## config.mk

```make
export PLATFORM = sky130hd
export DESIGN_NAME = irq_arbiter_ctrl
export DESIGN_NICKNAME = d
export VERILOG_FILES = /design/src/rtl/irq_pkg.sv /design/src/rtl/irq_gateway.sv /design/src/rtl/irq_arbiter_ctrl.sv
export SDC_FILE = /design/constraint.sdc
export NUM_CORES = 1
export LEC_CHECK = 0
export ABC_AREA = 1
export CORE_MARGIN = 1
export CORE_UTILIZATION = 42
export DETAILED_ROUTE_END_ITERATION = 10
export GPL_TIMING_DRIVEN = 0
export PLACE_DENSITY_LB_ADDON = 0.15
export REMOVE_ABC_BUFFERS = 1
export SYNTH_ARGS = -nofsm -noshare
export SYNTH_HDL_FRONTEND = slang
export SYNTH_HIERARCHICAL = 1
export SYNTH_SLANG_ARGS = --single-unit
```

## constraint.sdc

```tcl
create_clock -name clk -period 2.4 [get_ports clk]
set_clock_uncertainty 0.1 [all_clocks]
set_input_delay 0.48 -clock clk [delete_from_list [all_inputs] [get_ports clk]]
set_output_delay 0.48 -clock clk [all_outputs]
set_load 0.01 [all_outputs]
```

## src/rtl/irq_pkg.sv

```systemverilog
// rtl/irq_pkg.sv - shared types and register offsets for the interrupt arbiter
//
// Purpose: FSM state encoding, register-port offsets and the "no interrupt" ID
// shared by irq_gateway and irq_arbiter_ctrl.
package irq_pkg;

    typedef enum logic [1:0] {
        IDLE      = 2'd0,
        ASSERT    = 2'd1,
        SERVICING = 2'd2
    } irq_state_t;

    localparam logic [4:0] IRQ_ENABLE_OFF   = 5'h00;
    localparam logic [4:0] IRQ_TRIGGER_OFF  = 5'h04;
    localparam logic [4:0] IRQ_PENDING_OFF  = 5'h08;
    localparam logic [4:0] IRQ_CLAIM_OFF    = 5'h0C;
    localparam logic [4:0] IRQ_COMPLETE_OFF = 5'h10;

    localparam int IRQ_ID_NONE = 0;

endpackage

```

## src/rtl/irq_gateway.sv

```systemverilog
// rtl/irq_gateway.sv - per-source synchroniser, edge detect and pending flop
//
// Purpose: brings one asynchronous interrupt line into the clk domain and
// captures it into a pending bit, either on a rising edge or while the line
// is high (level mode).
//
// Ports:
//   clk, reset  - clock, synchronous active-high reset
//   src_irq     - raw asynchronous interrupt line
//   trigger     - 1 = rising-edge capture, 0 = level capture
//   in_service  - this source is being claimed or is in service (blocks level capture)
//   claim_clr   - this source is claimed this cycle (clears pending)
//   pending     - captured interrupt request
module irq_gateway
    import irq_pkg::*;
(
    input  logic clk,
    input  logic reset,
    input  logic src_irq,
    input  logic trigger,
    input  logic in_service,
    input  logic claim_clr,
    output logic pending
);

    logic sync_meta;
    logic sync_q;
    logic prev_q;
    logic set_req;

    // A new edge wins over a simultaneous claim so that no edge is lost.
    // Level capture is suppressed while the source is claimed or in service,
    // otherwise a held line would immediately re-pend the interrupt being handled.
    always_comb begin
        set_req = 1'b0;
        if (trigger) begin
            set_req = sync_q & ~prev_q;
        end else begin
            set_req = sync_q & ~in_service;
        end
    end

    always_ff @(posedge clk) begin
        if (reset) begin
            sync_meta <= 1'b0;
            sync_q    <= 1'b0;
            prev_q    <= 1'b0;
            pending   <= 1'b0;
        end else begin
            sync_meta <= src_irq;
            sync_q    <= sync_meta;
            prev_q    <= sync_q;
            pending   <= set_req | (pending & ~claim_clr);
        end
    end

endmodule

```

## src/rtl/irq_arbiter_ctrl.sv

```systemverilog
// rtl/irq_arbiter_ctrl.sv - fixed-priority interrupt arbiter with claim/complete port
//
// Purpose: merges NUM_SRC interrupt lines into one registered request for the
// CSR unit. The core claims the highest-priority enabled pending source by
// reading CLAIM and finishes it by writing its ID to COMPLETE.
//
// Ports:
//   clk, reset  - clock, synchronous active-high reset
//   src_irq     - raw asynchronous interrupt lines, bit 0 highest priority
//   bus_sel     - register access strobe, one cycle per access
//   bus_we      - 1 = write, 0 = read
//   bus_addr    - byte address within the block
//   bus_wdata   - write data
//   bus_rdata   - combinational read data, valid in the bus_sel cycle
//   irq_out     - registered interrupt request
//   irq_id      - candidate ID (ASSERT), in-service ID (SERVICING), else 0
module irq_arbiter_ctrl
    import irq_pkg::*;
#(
    parameter int NUM_SRC = 4,
    parameter int ID_W    = 5
) (
    input  logic                clk,
    input  logic                reset,
    input  logic [NUM_SRC-1:0]  src_irq,
    input  logic                bus_sel,
    input  logic                bus_we,
    input  logic [4:0]          bus_addr,
    input  logic [31:0]         bus_wdata,
    output logic [31:0]         bus_rdata,
    output logic                irq_out,
    output logic [ID_W-1:0]     irq_id
);

    irq_state_t          state;
    irq_state_t          state_next;

    logic [NUM_SRC-1:0]  enable_r;
    logic [NUM_SRC-1:0]  trigger_r;
    logic [NUM_SRC-1:0]  pending;
    logic [ID_W-1:0]     svc_id;

    logic                cand_valid;
    logic [ID_W-1:0]     cand_id;
    logic [NUM_SRC-1:0]  cand_onehot;

    logic                rd_en;
    logic                wr_en;
    logic                claim_fire;
    logic                complete_fire;
    logic [NUM_SRC-1:0]  claim_vec;
    logic [NUM_SRC-1:0]  in_service;

    logic                unused_wdata;
    assign unused_wdata = ^bus_wdata;

    // Priority encode: scanning downwards leaves the lowest index as winner.
    always_comb begin
        cand_valid  = 1'b0;
        cand_id     = ID_W'(IRQ_ID_NONE);
        cand_onehot = '0;
        for (int i = NUM_SRC - 1; i >= 0; i--) begin
            if (pending[i] && enable_r[i]) begin
                cand_valid     = 1'b1;
                cand_id        = ID_W'(i + 1);
                cand_onehot    = '0;
                cand_onehot[i] = 1'b1;
            end
        end
    end

    // Reads are suppressed during reset so the port returns 0.
    assign rd_en = bus_sel & ~bus_we & ~reset;
    assign wr_en = bus_sel & bus_we;

    // A claim only has an effect while asserting a live candidate.
    assign claim_fire    = rd_en && (bus_addr == IRQ_CLAIM_OFF) &&
                           (state == ASSERT) && cand_valid;
    assign complete_fire = wr_en && (bus_addr == IRQ_COMPLETE_OFF) &&
                           (state == SERVICING) && (bus_wdata[ID_W-1:0] == svc_id);
    assign claim_vec     = claim_fire ? cand_onehot : '0;

    always_comb begin
        in_service = claim_vec;
        for (int i = 0; i < NUM_SRC; i++) begin
            if ((state == SERVICING) && (svc_id == ID_W'(i + 1))) begin
                in_service[i] = 1'b1;
            end
        end
    end

    for (genvar g = 0; g < NUM_SRC; g++) begin : g_gw
        irq_gateway u_gw (
            .clk        (clk),
            .reset      (reset),
            .src_irq    (src_irq[g]),
            .trigger    (trigger_r[g]),
            .in_service (in_service[g]),
            .claim_clr  (claim_vec[g]),
            .pending    (pending[g])
        );
    end

    always_comb begin
        state_next = state;
        case (state)
            IDLE: begin
                if (cand_valid) begin
                    state_next = ASSERT;
                end
            end
            ASSERT: begin
                if (!cand_valid) begin
                    state_next = IDLE;
                end else if (claim_fire) begin
                    state_next = SERVICING;
                end
            end
            SERVICING: begin
                if (complete_fire) begin
                    state_next = IDLE;
                end
            end
            default: state_next = IDLE;
        endcase
    end

    always_ff @(posedge clk) begin
        if (reset) begin
            state     <= IDLE;
            irq_out   <= 1'b0;
            svc_id    <= ID_W'(IRQ_ID_NONE);
            enable_r  <= '0;
            trigger_r <= '0;
        end else begin
            state   <= state_next;
            // irq_out is the registered image of the next state, so it rises
            // together with the move into ASSERT.
            irq_out <= (state_next == ASSERT);
            if (claim_fire) begin
                svc_id <= cand_id;
            end
            if (wr_en && (bus_addr == IRQ_ENABLE_OFF)) begin
                enable_r <= bus_wdata[NUM_SRC-1:0];
            end
            if (wr_en && (bus_addr == IRQ_TRIGGER_OFF)) begin
                trigger_r <= bus_wdata[NUM_SRC-1:0];
            end
        end
    end

    always_comb begin
        irq_id = ID_W'(IRQ_ID_NONE);
        case (state)
            ASSERT:    irq_id = cand_id;
            SERVICING: irq_id = svc_id;
            default:   irq_id = ID_W'(IRQ_ID_NONE);
        endcase
    end

    always_comb begin
        bus_rdata = 32'd0;
        if (rd_en) begin
            case (bus_addr)
                IRQ_ENABLE_OFF:  bus_rdata = 32'(enable_r);
                IRQ_TRIGGER_OFF: bus_rdata = 32'(trigger_r);
                IRQ_PENDING_OFF: bus_rdata = 32'(pending);
                IRQ_CLAIM_OFF:   bus_rdata = (state == ASSERT) ? 32'(cand_id) : 32'd0;
                default:         bus_rdata = 32'd0;
            endcase
        end
    end

endmodule

```

Yosys cells after proc, flatten, opt, wreduce, memory -nomap -nowiden. Cells that the tools add are included.

Word-level logic and storage cells: 114. Bits in registers: 32.

Mux-type cells: 30. Reduce and logical (&&, ||, !) cells: 18. Bitwise logic cells: 33. Eq/ne operators: 12.

Operator list (number): $mux W5 (5); $mux W4 (5); $pmux W5 S4 (1); $logic_and A1 B1 Y1 (16); $and A1 B1 Y1 (15); $not A1 Y1 (14); $mux W1 (12); $eq A5 B2 Y1 const B (2); $eq A5 B3 Y1 const B (2); $eq A5 B4 Y1 const B (2); $pmux W5 S2 (1); $mux W2 (4); $pmux W2 S3 (1); $eq A5 B1 Y1 const B (1); $eq A5 B5 Y1 (1); $eq A5 B5 Y1 const B (1); $logic_not A5 Y1 (1); $eq A2 B1 Y1 const B (2); $or A1 B1 Y1 (4); $mux W3 (1); $eq A2 B2 Y1 const B (1); $logic_not A2 Y1 (1).

Logic depth before layout (Yosys ltp). Gate-level depths: netlist of the first run.

Word-level depth: 12. Gate-level depth with buffers: 11. Gate-level depth less buffers: 11.

Hierarchy. The synthesis of the first run kept the hierarchy.

Modules (own cells, without submodules): irq_arbiter_ctrl (times used 1, cells each 212, area an instance 1326.3 um2, seq. area each 280.3 um2); irq_gateway (times used 4, cells each 17, area an instance 142.6 um2, seq. area each 80.1 um2).

Worst setup path after synthesis of the first run. OpenSTA, ideal clock, no wires.

Path kind: input port to output port. Start: input bus_addr[1]. End: output bus_rdata[2]. Stages: 7. Arrival time: 1.225 ns. Slack: 0.595 ns. Cell sequence: nor2_4 nand2_1 nor2_1 nand2_1 nand2_1 a21oi_1 a21oi_1.

Longest elaborated chain between the ends: 3. Elaborated cells on any way between the ends: 6. Those cells by class: eq/ne: 3; mux: 2; reduce/logical: 1.

RTL lines: from (decl) (RTL line irq_arbiter_ctrl.sv:28) `input logic [4:0] bus_addr,`; $eq A5 B4 Y1 (tied with other cells) (RTL line irq_arbiter_ctrl.sv:164) `case (bus_addr)`; $pmux W5 S4 * (RTL line irq_arbiter_ctrl.sv:164); $mux W5 * (RTL line irq_arbiter_ctrl.sv:163) `if (rd_en) begin`; to (decl) (RTL line irq_arbiter_ctrl.sv:30) `output logic [31:0] bus_rdata,`.

Every way passes the cells marked *; elsewhere a longest branch is shown, timed or not.

Worst setup path after layout of the first run.
Start: input bus_addr[4]. End: output bus_rdata[2].

Same word-level chain as after synthesis.

==> impl_metrics.toml, run 1 <==
[status]
status = "complete, no violations"

[route]
drcViolationCount = 0
vias_per_cell = 4.58
drt_iter0_drc = 119
first_pass_iters = 4
wl_um = 4010
num_vias = 1696
ant_nets = 0
routedWlPerCell_um = 10.8

[clock_tree]
clkSlewWorstSetupHoldPaths_ns = 0.06
cts_root_buf = "clkbuf_8"
clockBufferDepth = 2
cts_buffers = 5
cts_tree = "built"
cts.sinks = 30
clkLatencyLatePin_ns = 0.29
htreeDepth = 2

[placed_design]
place.gp.congestion = 0.860
post-place-ws_ns = -0.769
place_inst = 355
port_buffers = 25
dpl.hpwl_um = 3040

[sta]
hold_viol = 0
rsz0062_at_grt = "false"
layout_setup_ws_ns = 0.102
slew_viol_final = 0
setup_viol = 0
finalCriticalPeriod_ns = 2.30
maxClockFrequency_ghz = 0.435
finalCritPeriodShare_pct = 95.7

[synth]
yosysMostFrequentCell = "nand2_1"
avgSynthCellArea_um2 = 6.77
synth_cells = 280
syn_area_um2 = 1900
synth_area_leader_cell = "dfxtp_1"
synth-seq-cells = 30
synth_edf_count = 0
synth_top_area_share_pct = 31.7
synth-main-ff-cell = "dfxtp_1"
synth_area_leaders = "dfxtp_1 32%, buf_4 12%, nand2_1 11%"
synth_cell_type_count = 24
synth_commonest_cells = "58 x nand2_1, 42 x inv_1, 34 x nor2_1"
ys_seq_area_share_pct = 31.7
synth-async-reset-ratio_pct = 0
synth_warnings = 6

[worst_hold_path]
min_from = "g_gw[1].u_gw/sync_meta"
whs_path_depth = 2
holdCritPathClass = "reg2reg"

[floorplan]
dieArea_um2 = 4790
ios = 83
core_area_um2 = 4350
num_rows = 24
dieHeight_um = 69.2
die_w_um = 69.2
initial_core_util_pct = 43.6

[worst_setup_path]
r2r_slack_ns = 0.63
cp-start-kind = "primary input"
cp-end-kind = "output pin"
critical_path_class = "in2out"
reg2reg_depth = 11
reg2reg_from = "state[1]"
crit_fanout = 4
crit_required_ns = 1.82
crit_arrival_ns = 1.72
startpoint = "bus_addr[4]"

[power_and_ir_drop]
power_density_nw_per_um2 = 458
p_leak_nw = 1.05
ir_drop_mv = 0.343

[cells_and_area]
final_cells = 370
area_growth_pct = 18.8
final_nets = 366
fillCellCount = 447
drive_gt1_share_pct = 20.4
antenna_cells = 0

[global_routing]
gr-usage-all-layers_pct = 18.1
grt_remaining_overflow = 0
grt_max_degree = 22
grt_pass1_vias = 1447
antenna_found_initial = 0
grt_pass1_wl_um = 6730

[run]
drv_cap = 0
critical path: stages:
cell and delay (ns):
dlygate4sd2_1 0.32, inv_2 0.07, nand2_1 0.13, nor2_4 0.04, buf_4 0.14, nand2_1 0.05, nand2_1 0.05, a21oi_1 0.19
a21oi_2 0.09, buf_2 0.14
area by class of cell:
type	count	area, µm²	share of cell area (%)
inverters	47	176	7.83
repair buffers	32	282	12.5
flip-flops and latches	30	602	26.7
well taps	52	65.1	2.89
clock buffers	5	68.8	3.05
multi-input cells	201	1040	46.1
clock inverters	3	21.3	0.944
cells by family after synthesis:
family,Yosys count,share of synthesized area (%)
fa+ha+maj,4,2.64
flops,30,31.7
other cells,1,0.198
buf+inv,78,21.4
simple gates,131,33.0
compound gates,36,11.1
metrics by stage:
stage                     utilization [%]  total power [mW]  hold slack, ns  instance area (µm²)  TNS (ns)
after global placement               48.0             0.632           0.289                 2090     -8.33
final                                51.8              1.03           0.306                 2250         0
after CTS                            51.5              1.05           0.307                 2240         0
after global routing                 51.8              1.09           0.332                 2250         0
after floorplan                         -             0.584           0.288                 1780         0
after detailed placement             48.0             0.633           0.296                 2090     -8.37
timing repair:
action / CTS / global route
setup buffers: 6 / 1
setup endpoints to repair: 16 / 2
hold buffers: 0 / 0
pin swaps: 6 / 4
gates cloned: 0 / 0
hold endpoints to repair: 0 / 0
gates resized for setup: 37 / 1
path summary, 6_finish.rpt:
kind,endpoint
setup / recovery,bus_rdata[2]
hold reg to reg,g_gw[1].u_gw/sync_q
hold / removal,g_gw[1].u_gw/sync_q
setup reg to reg,g_gw[2].u_gw/pending
where the power goes:
group          leakage, nW  internal, mW  total, mW  switching, mW
registers            0.245         0.511      0.518        0.00731
clock network       0.0441         0.203      0.406          0.203
logic                0.765        0.0411      0.108         0.0670
registers in the layout, summed over array words and instances, names as in the netlist:
register	cells
svc_id	3
g_gw.u_gw/prev_q	4
trigger_r	4
g_gw.u_gw/sync_meta	4
irq_out	1
enable_r	4
g_gw.u_gw/sync_q	4
g_gw.u_gw/pending	4
state	2
layout by cell type (no fill, tap or decap), drive strengths merged, types with 2 or more instances in the layout:
cell and n:
a21oi 23, buf 10, clkbuf 5, clkdlybuf4s50 12
clkinv 2, conb 30, dfxtp 30, dlygate4sd2 9
ha 4, inv 47, nand2 69, nand3 16
nand4 4, nor2 40, o21ai 11, o31ai 2
per-layer routing:
layer / track usage (%) / up-vias / share of wire, %
met4: 7.94 / 0 / 1.6
li1: - / 877 / -
met2: 28.5 / 60 / 46
met3: 5.09 / 6 / 6.3
met5: 0 / - / 0
met1: 23.0 / 753 / 46
Note: power is estimated with default switching activity, not from simulation.
==> run 2: changes to the inputs <==
--- a/config.mk
+++ b/config.mk
@@ -6,6 +6,7 @@
 export NUM_CORES = 1
 export LEC_CHECK = 0
 export ABC_AREA = 1
+export CAP_MARGIN = 5
 export CORE_MARGIN = 1
 export CORE_UTILIZATION = 42
 export DETAILED_ROUTE_END_ITERATION = 10
==> results of run 2 <==
The final DEF is identical to that of run 1; final timing and power are the same.
